File: config.mk
export PLATFORM = sky130hd
export DESIGN_NAME = mealy_mac_multi
export DESIGN_NICKNAME = d
export VERILOG_FILES = /design/src/rtl/mealy_mac_multi.sv
export SDC_FILE = /design/constraint.sdc
export NUM_CORES = 1
export LEC_CHECK = 0
export ABC_AREA = 1
export BUFFER_PORTS_ARGS = -buffer_cell sky130_fd_sc_hd__buf_2
export CORE_ASPECT_RATIO = 2
export CORE_MARGIN = 4
export CORE_UTILIZATION = 55
export DETAILED_ROUTE_END_ITERATION = 10
export MAX_ROUTING_LAYER = met4
export PLACE_DENSITY_LB_ADDON = 0.3
export SYNTH_ARGS = -nofsm -noshare
export SYNTH_HDL_FRONTEND = slang
export SYNTH_SLANG_ARGS = --single-unit
File: constraint.sdc
create_clock -name system1000 -period 3.9 [get_ports system1000]
set_input_delay 0.195 -clock system1000 [delete_from_list [all_inputs] [get_ports system1000]]
set_output_delay 0.195 -clock system1000 [all_outputs]
set_load 0.05 [all_outputs]
File: src/rtl/mealy_mac_multi.sv
// Multi-channel Mealy multiply-accumulate engine with optional saturation and a
// single-entry registered output stage under valid/ready flow control.
module mealy_mac_multi #(
  parameter int unsigned DATA_W   = 9,
  parameter int unsigned ACC_W    = 20,
  parameter int unsigned CHANNELS = 4,
  parameter int unsigned CH_W     = 2,
  parameter int unsigned SAT      = 1,
  parameter int unsigned OUT_MODE = 0
) (
  input  logic                     system1000,
  input  logic                     system1000_rstn,
  input  logic                     in_valid,
  output logic                     in_ready,
  input  logic signed [DATA_W-1:0] in_x,
  input  logic signed [DATA_W-1:0] in_y,
  input  logic        [CH_W-1:0]   in_ch,
  input  logic                     in_clear,
  output logic                     out_valid,
  input  logic                     out_ready,
  output logic signed [ACC_W-1:0]  out_acc,
  output logic        [CH_W-1:0]   out_ch,
  output logic                     out_ovf
);

  localparam logic signed [ACC_W-1:0] AccMax = {1'b0, {(ACC_W-1){1'b1}}};
  localparam logic signed [ACC_W-1:0] AccMin = {1'b1, {(ACC_W-1){1'b0}}};

  logic signed [ACC_W-1:0]    acc_q [CHANNELS];
  logic                       out_valid_q;
  logic signed [ACC_W-1:0]    out_acc_q;
  logic        [CH_W-1:0]     out_ch_q;
  logic                       out_ovf_q;

  logic signed [2*DATA_W-1:0] prod;
  logic signed [ACC_W-1:0]    prod_ext;
  logic signed [ACC_W-1:0]    base;
  logic        [ACC_W:0]      sum;
  logic                       ovf;
  logic signed [ACC_W-1:0]    acc_new;
  logic signed [ACC_W-1:0]    out_word;
  logic                       ch_legal;
  logic                       accept;

  // Full-width product so that (-2^(N-1))^2 stays exact.
  assign prod     = in_x * in_y;
  assign prod_ext = ACC_W'(prod);

  if (CHANNELS >= (1 << CH_W)) begin : g_all_legal
    assign ch_legal = 1'b1;
  end else begin : g_range_check
    assign ch_legal = (32'(in_ch) < CHANNELS);
  end

  assign in_ready = ~out_valid_q | out_ready;
  assign accept   = in_valid & in_ready;

  always_comb begin
    base    = in_clear ? '0 : acc_q[in_ch];
    sum     = {base[ACC_W-1], base} + {prod_ext[ACC_W-1], prod_ext};
    // Sign bits of the ACC_W+1 sum disagree exactly when the result leaves ACC_W range.
    ovf     = sum[ACC_W] ^ sum[ACC_W-1];
    acc_new = sum[ACC_W-1:0];
    if (SAT != 0 && ovf) begin
      acc_new = sum[ACC_W] ? AccMin : AccMax;
    end
    out_word = (OUT_MODE != 0) ? acc_new : base;
  end

  always_ff @(posedge system1000 or negedge system1000_rstn) begin
    if (!system1000_rstn) begin
      for (int i = 0; i < int'(CHANNELS); i++) begin
        acc_q[i] <= '0;
      end
      out_valid_q <= 1'b0;
      out_acc_q   <= '0;
      out_ch_q    <= '0;
      out_ovf_q   <= 1'b0;
    end else begin
      if (accept && ch_legal) begin
        acc_q[in_ch] <= acc_new;
        out_valid_q  <= 1'b1;
        out_acc_q    <= out_word;
        out_ch_q     <= in_ch;
        out_ovf_q    <= ovf;
      end else if (out_ready) begin
        out_valid_q <= 1'b0;
      end
    end
  end

  assign out_valid = out_valid_q;
  assign out_acc   = out_acc_q;
  assign out_ch    = out_ch_q;
  assign out_ovf   = out_ovf_q;

endmodule
* Word level (Yosys, flattened, before mapping)
Cells that the tools add are included.
Cells by class: $add $sub $neg 1, $mul 1, magnitude comparators 2, muxes and demuxes 11, bitwise gates (word level) 5, reduce and logical (&&, ||, !) cells 2
Operators by type and width (count):
- 20-bit 2-to-1 mux | 6
- 80-bit bitwise mux | 1
- 20-bit binary-select mux with 2-bit select | 1
- 20-bit demux with 2-bit select | 1
- 20-bit by 18-bit adder with 21-bit output | 1
- 9-bit by 9-bit multiplier with 18-bit output | 1
- 3-bit greater-or-equal comparator, second input constant | 1
- 3-bit by 1-bit < comparator with 1-bit output, second input constant | 1
- 2-bit inverter with 3-bit output | 1
- 1-bit 2-to-1 mux | 2
- 2-bit nonzero test | 1
- 1-bit AND | 1
- 1-bit logical AND | 1
- 1-bit inverter | 1
- 1-bit OR | 1
- 1-bit bitwise XOR | 1
Word-level totals: flip-flop bits (word level) 104, bits of input ports 25, output and inout bits 25, logic and storage cells 30

* Logic depth before layout (Yosys ltp)
depth after elaboration 9, depth in mapped cells 29

* Worst setup path before layout
No wires, ideal clock.
kind in2reg, start point input port in_y[3], end point register acc_q[49] (netlist bit), library setup time 0.116 ns, arrival time 4.750 ns, data required time 3.784 ns, setup slack -0.966 ns, cell stages on the path 23, buffers on the path 2, cell sequence clkbuf_1 > nand2_1 > fa_1 > inv_1 > fa_1 > fa_1 > fa_1 > inv_1 > fa_1 > inv_1 > ha_1 > nand2_1 > nor4_1 > nand2_1 > nand2_1 > nand2_1 > nand2_1 > nand2_2 > buf_6 > nand2_1 > nand2_2 > nand2_1 > nand2_1
On the way: longest elaborated chain between the ends 5
Ends and longest elaborated chain:
- from (decl) | line 16 | input logic signed [DATA_W-1:0] in_y,
- 9-bit by 9-bit multiplier with 18-bit output (*) | line 46 | assign prod = in_x * in_y;
- 20-bit by 18-bit adder with 21-bit output (*) | line 60 | sum = {base[ACC_W-1], base} + {prod_ext[ACC_W-1], prod_ext};
- 20-bit 2-to-1 mux / 1-bit bitwise XOR (equally long branches) | line 65, 62
- 20-bit 2-to-1 mux (*) | line 64 | if (SAT != 0 && ovf) begin
- 80-bit bitwise mux (*) | line 81 | acc_q[in_ch] <= acc_new;
- to (signal, indexed assignment) | line 81
- to (decl) | line 29 | logic signed [ACC_W-1:0] acc_q [CHANNELS];
Every way passes the cells marked *; elsewhere a longest branch is shown, timed or not. A chain may end at the register's enable or synchronous reset.

* Worst setup path after layout
start point input port in_y[4], end point register acc_q[72] (netlist bit)
The elaborated chain is that of the path after synthesis.

==> flow_summary_export.csv <==
group,metric,value,unit
route,wl_per_cell,16.88,um
route,final_antenna_net_count,0,
global_routing,grt_pass1_wl,40010,um
route,dr.pass1.iters,5,
synthesis,yosys.area_share.xor_xnor,1.672,%
floorplanning,start_util,56.14,%
timing,worstMarginPinSlew,0.8622,ns
floorplanning,die_w,97.97,um
synthesis,synth-seq-cells,104,
worst_setup_path,worst_r2r_path_depth,19,
clock_network,cts_root_buf,"clkbuf_16",
placed_design,gp_congestion,0.9136,
worst_setup_path,critical_path.startpoint_type,"primary input",
clock_network,cts_max_level,3,
timing,setup_ws,-0.7649,ns
floorplanning,core,15860,sq um
clock_network,cts_tree,"yes",
synthesis,synthMuxAreaShare,0,%
status,outcome,"finished, violations left",
worst_setup_path,worstPathMaxFanout,20,
timing,min_period,4.665,ns
synthesis,synth.top_cell.area_share,29.23,%
clock_network,numCtsBuffers,9,
global_routing,grt_pass1_vias,8430,
worst_setup_path,crit_arrival,4.90,ns
global_routing,antenna_found_initial,0,
global_routing,grtUsageTotal,28.13,%
worst_setup_path,r2r_end,"acc_q[72]",
min_path,hold_path_class,"in -> reg",
min_path,min_to,"out_ch[0]",
worst_setup_path,cp_data_required_time,4.13,ns
floorplanning,die-area,18410,sq um
placed_design,dp_hpwl,18600,um
floorplanning,ios,50,
route,drt_iter0_markers,341,
timing,setup_violations,81,
timing,hold_viol,0,
synthesis,synth_area_leaders,"dfrtp_1 29%, fa_1 21%, nand2_1 18%",
worst_setup_path,r2r-start,"acc_q[13]",
synthesis,synthAdderAreaFrac,28.27,%
timing,slew_viol_final,0,
synthesis,ys.flop_type,"dfrtp_1",
synthesis,synth.avg_cell_area,7.928,sq um
synthesis,synth_top_family_by_area,"adder cells",
timing,max_freq,214.4,MHz
worst_setup_path,end_kind,"register",
placed_design,io_buffers,49,
final_layout,layout.nets,1435,
clock_network,clk_path_buf_depth,2,
route,drt-total-wl,24820,um
synthesis,synth.largest_area_cell,"dfrtp_1",
final_layout,final_cell_mix,"404 x nand2_1, 177 x inv_1, 124 x buf_4",
clock_network,clock-sinks,104,
final_layout,areaGrowthSynthToFinish,25.21,%
timing,fin_skew,0.008924,ns
global_routing,grt_max_degree,41,
global_routing,overflow,0,
timing,rsz0062_at_grt,"yes",
floorplanning,die_h,187.9,um
status,violations,"setup timing",
synthesis,synth_cell_types,32,
final_layout,drive_gt1_share,25.61,%
final_layout,layout_commonest_cell,"nand2_1",
synthesis,synth_area,8904,sq um
route,vias_per_cell,5.342,
min_path,worstHoldStart,"in_ch[0]",
synthesis,yosysSeqAreaShare,29.23,%
min_path,hold_path_depth,3,
job,drv_cap,0,
final_layout,antennaDiodeCount,0,
route,via_count,7853,
clock_network,cts.clk_slew.worst_paths,0.07,ns
worst_setup_path,ff2ff_setup_slack,-0.23,ns
synthesis,yosys.area_share.simple,23.62,%
placed_design,placed_area,10290,sq um
clock_network,clock_latency,0.36,ns
synthesis,yosysWarnings,0,
synthesis,syn-instance-count,1123,
timing,period_share,119.6,%
synthesis,synth-compound-area-share,6.380,%
synthesis,async_reset_ff_share,100.0,%
floorplanning,std_cell_rows,65,
final_layout,stdcell_area,11150,sq um
route,remaining_drc_errors,0,
timing,maxSlewHeadroom,42.45,%
synthesis,synth_fp_nets,1294,
worst_setup_path,path_class,"in -> reg",
timing,setup-tns-final,-56.55,ns
synthesis,synth_edf_count,0,
flip-flops by register name, indices dropped and copies added, names as in the netlist:
name	flops
acc_q	80
out_acc	20
out_ch	2
out_ovf	1
out_valid	1
critical path, stage by stage:
cell	delay, ns
buf_8	0.11
nand2_2	0.08
fa_2	0.59
buf_6	0.11
fa_1	0.43
fa_1	0.54
inv_2	0.05
fa_1	0.50
inv_2	0.04
fa_1	0.52
inv_2	0.06
ha_4	0.31
nand2_4	0.07
buf_6	0.12
nor4_4	0.28
nand2_2	0.10
nand2_2	0.08
nand2_2	0.06
nand4_1	0.15
buf_12	0.23
nand2_2	0.11
nand2_1	0.08
nand2_1	0.08
Yosys cell counts (8+ instances only):
library cell	count
o21ai_0	8
nand2_1	437
a21oi_1	34
nor2_1	30
a22oi_1	39
nand3_1	10
xor2_1	11
fa_1	92
dfrtp_1	104
nand2_2	36
inv_1	190
clkbuf_1	39
ha_1	54
final cells by class:
cell class,count,area [sq um]
multi-input cells,776,5803
flip-flops and latches,104,2603
fillers,1265,4711
repair buffers,181,1451
clock inverters,4,52.55
well taps,201,251.5
inverters,192,730.7
clock buffers,12,256.5
metrics by stage:
stage	utilization [%]	cells	worst slack, ns	hold slack [ns]
after floorplan	-	1123	-0.6289	-0.1006
after global placement	64.88	1443	-1.121	0.1958
after CTS	68.41	1467	-0.6475	0.1138
after global routing	70.30	1470	-0.9385	0.1458
after detailed placement	64.88	1443	-1.268	0.2045
final	70.30	1470	-0.7649	0.1126
how the worst max path moves through the flow:
stage | depth (start not counted) | startpoint | to
after global routing | 25 | in_y[4] | acc_q[60]
after CTS | 24 | in_x[8] | acc_q[77]
after detailed placement | 24 | in_x[8] | acc_q[77]
after floorplan | 24 | in_x[8] | acc_q[74]
final | 23 | in_y[4] | acc_q[72]
after global placement | 24 | in_x[8] | acc_q[74]
metal layers:
metal / vias to the layer above / part of all wire (%) / global-route usage (%)
li1: 3642 / - / -
met1: 3800 / 33 / 28.80
met2: 280 / 55 / 50.50
met3: 131 / 4.7 / 2.867
met4: 0 / 6.9 / 17.44
met5: - / 0 / -
cell families after synthesis:
family,count (synthesis)
simple gates,523
buf+inv,243
flops,104
fa+ha+maj,146
xor+xnor,17
compound gates,90
what timing repair did:
action | 4_1_cts | 5_1_grt
pin swaps | 10 | 27
cloned | 1 | 2
gates resized for setup | 49 | 69
endpoints found under the hold margin | 38 | 0
setup endpoints to repair | 81 | 81
buffers inserted | 6 | 1
hold buffers | 1 | 0
Power is not shown: default switching activity piles up to over one toggle a cycle in this logic, so the estimate is an artifact.
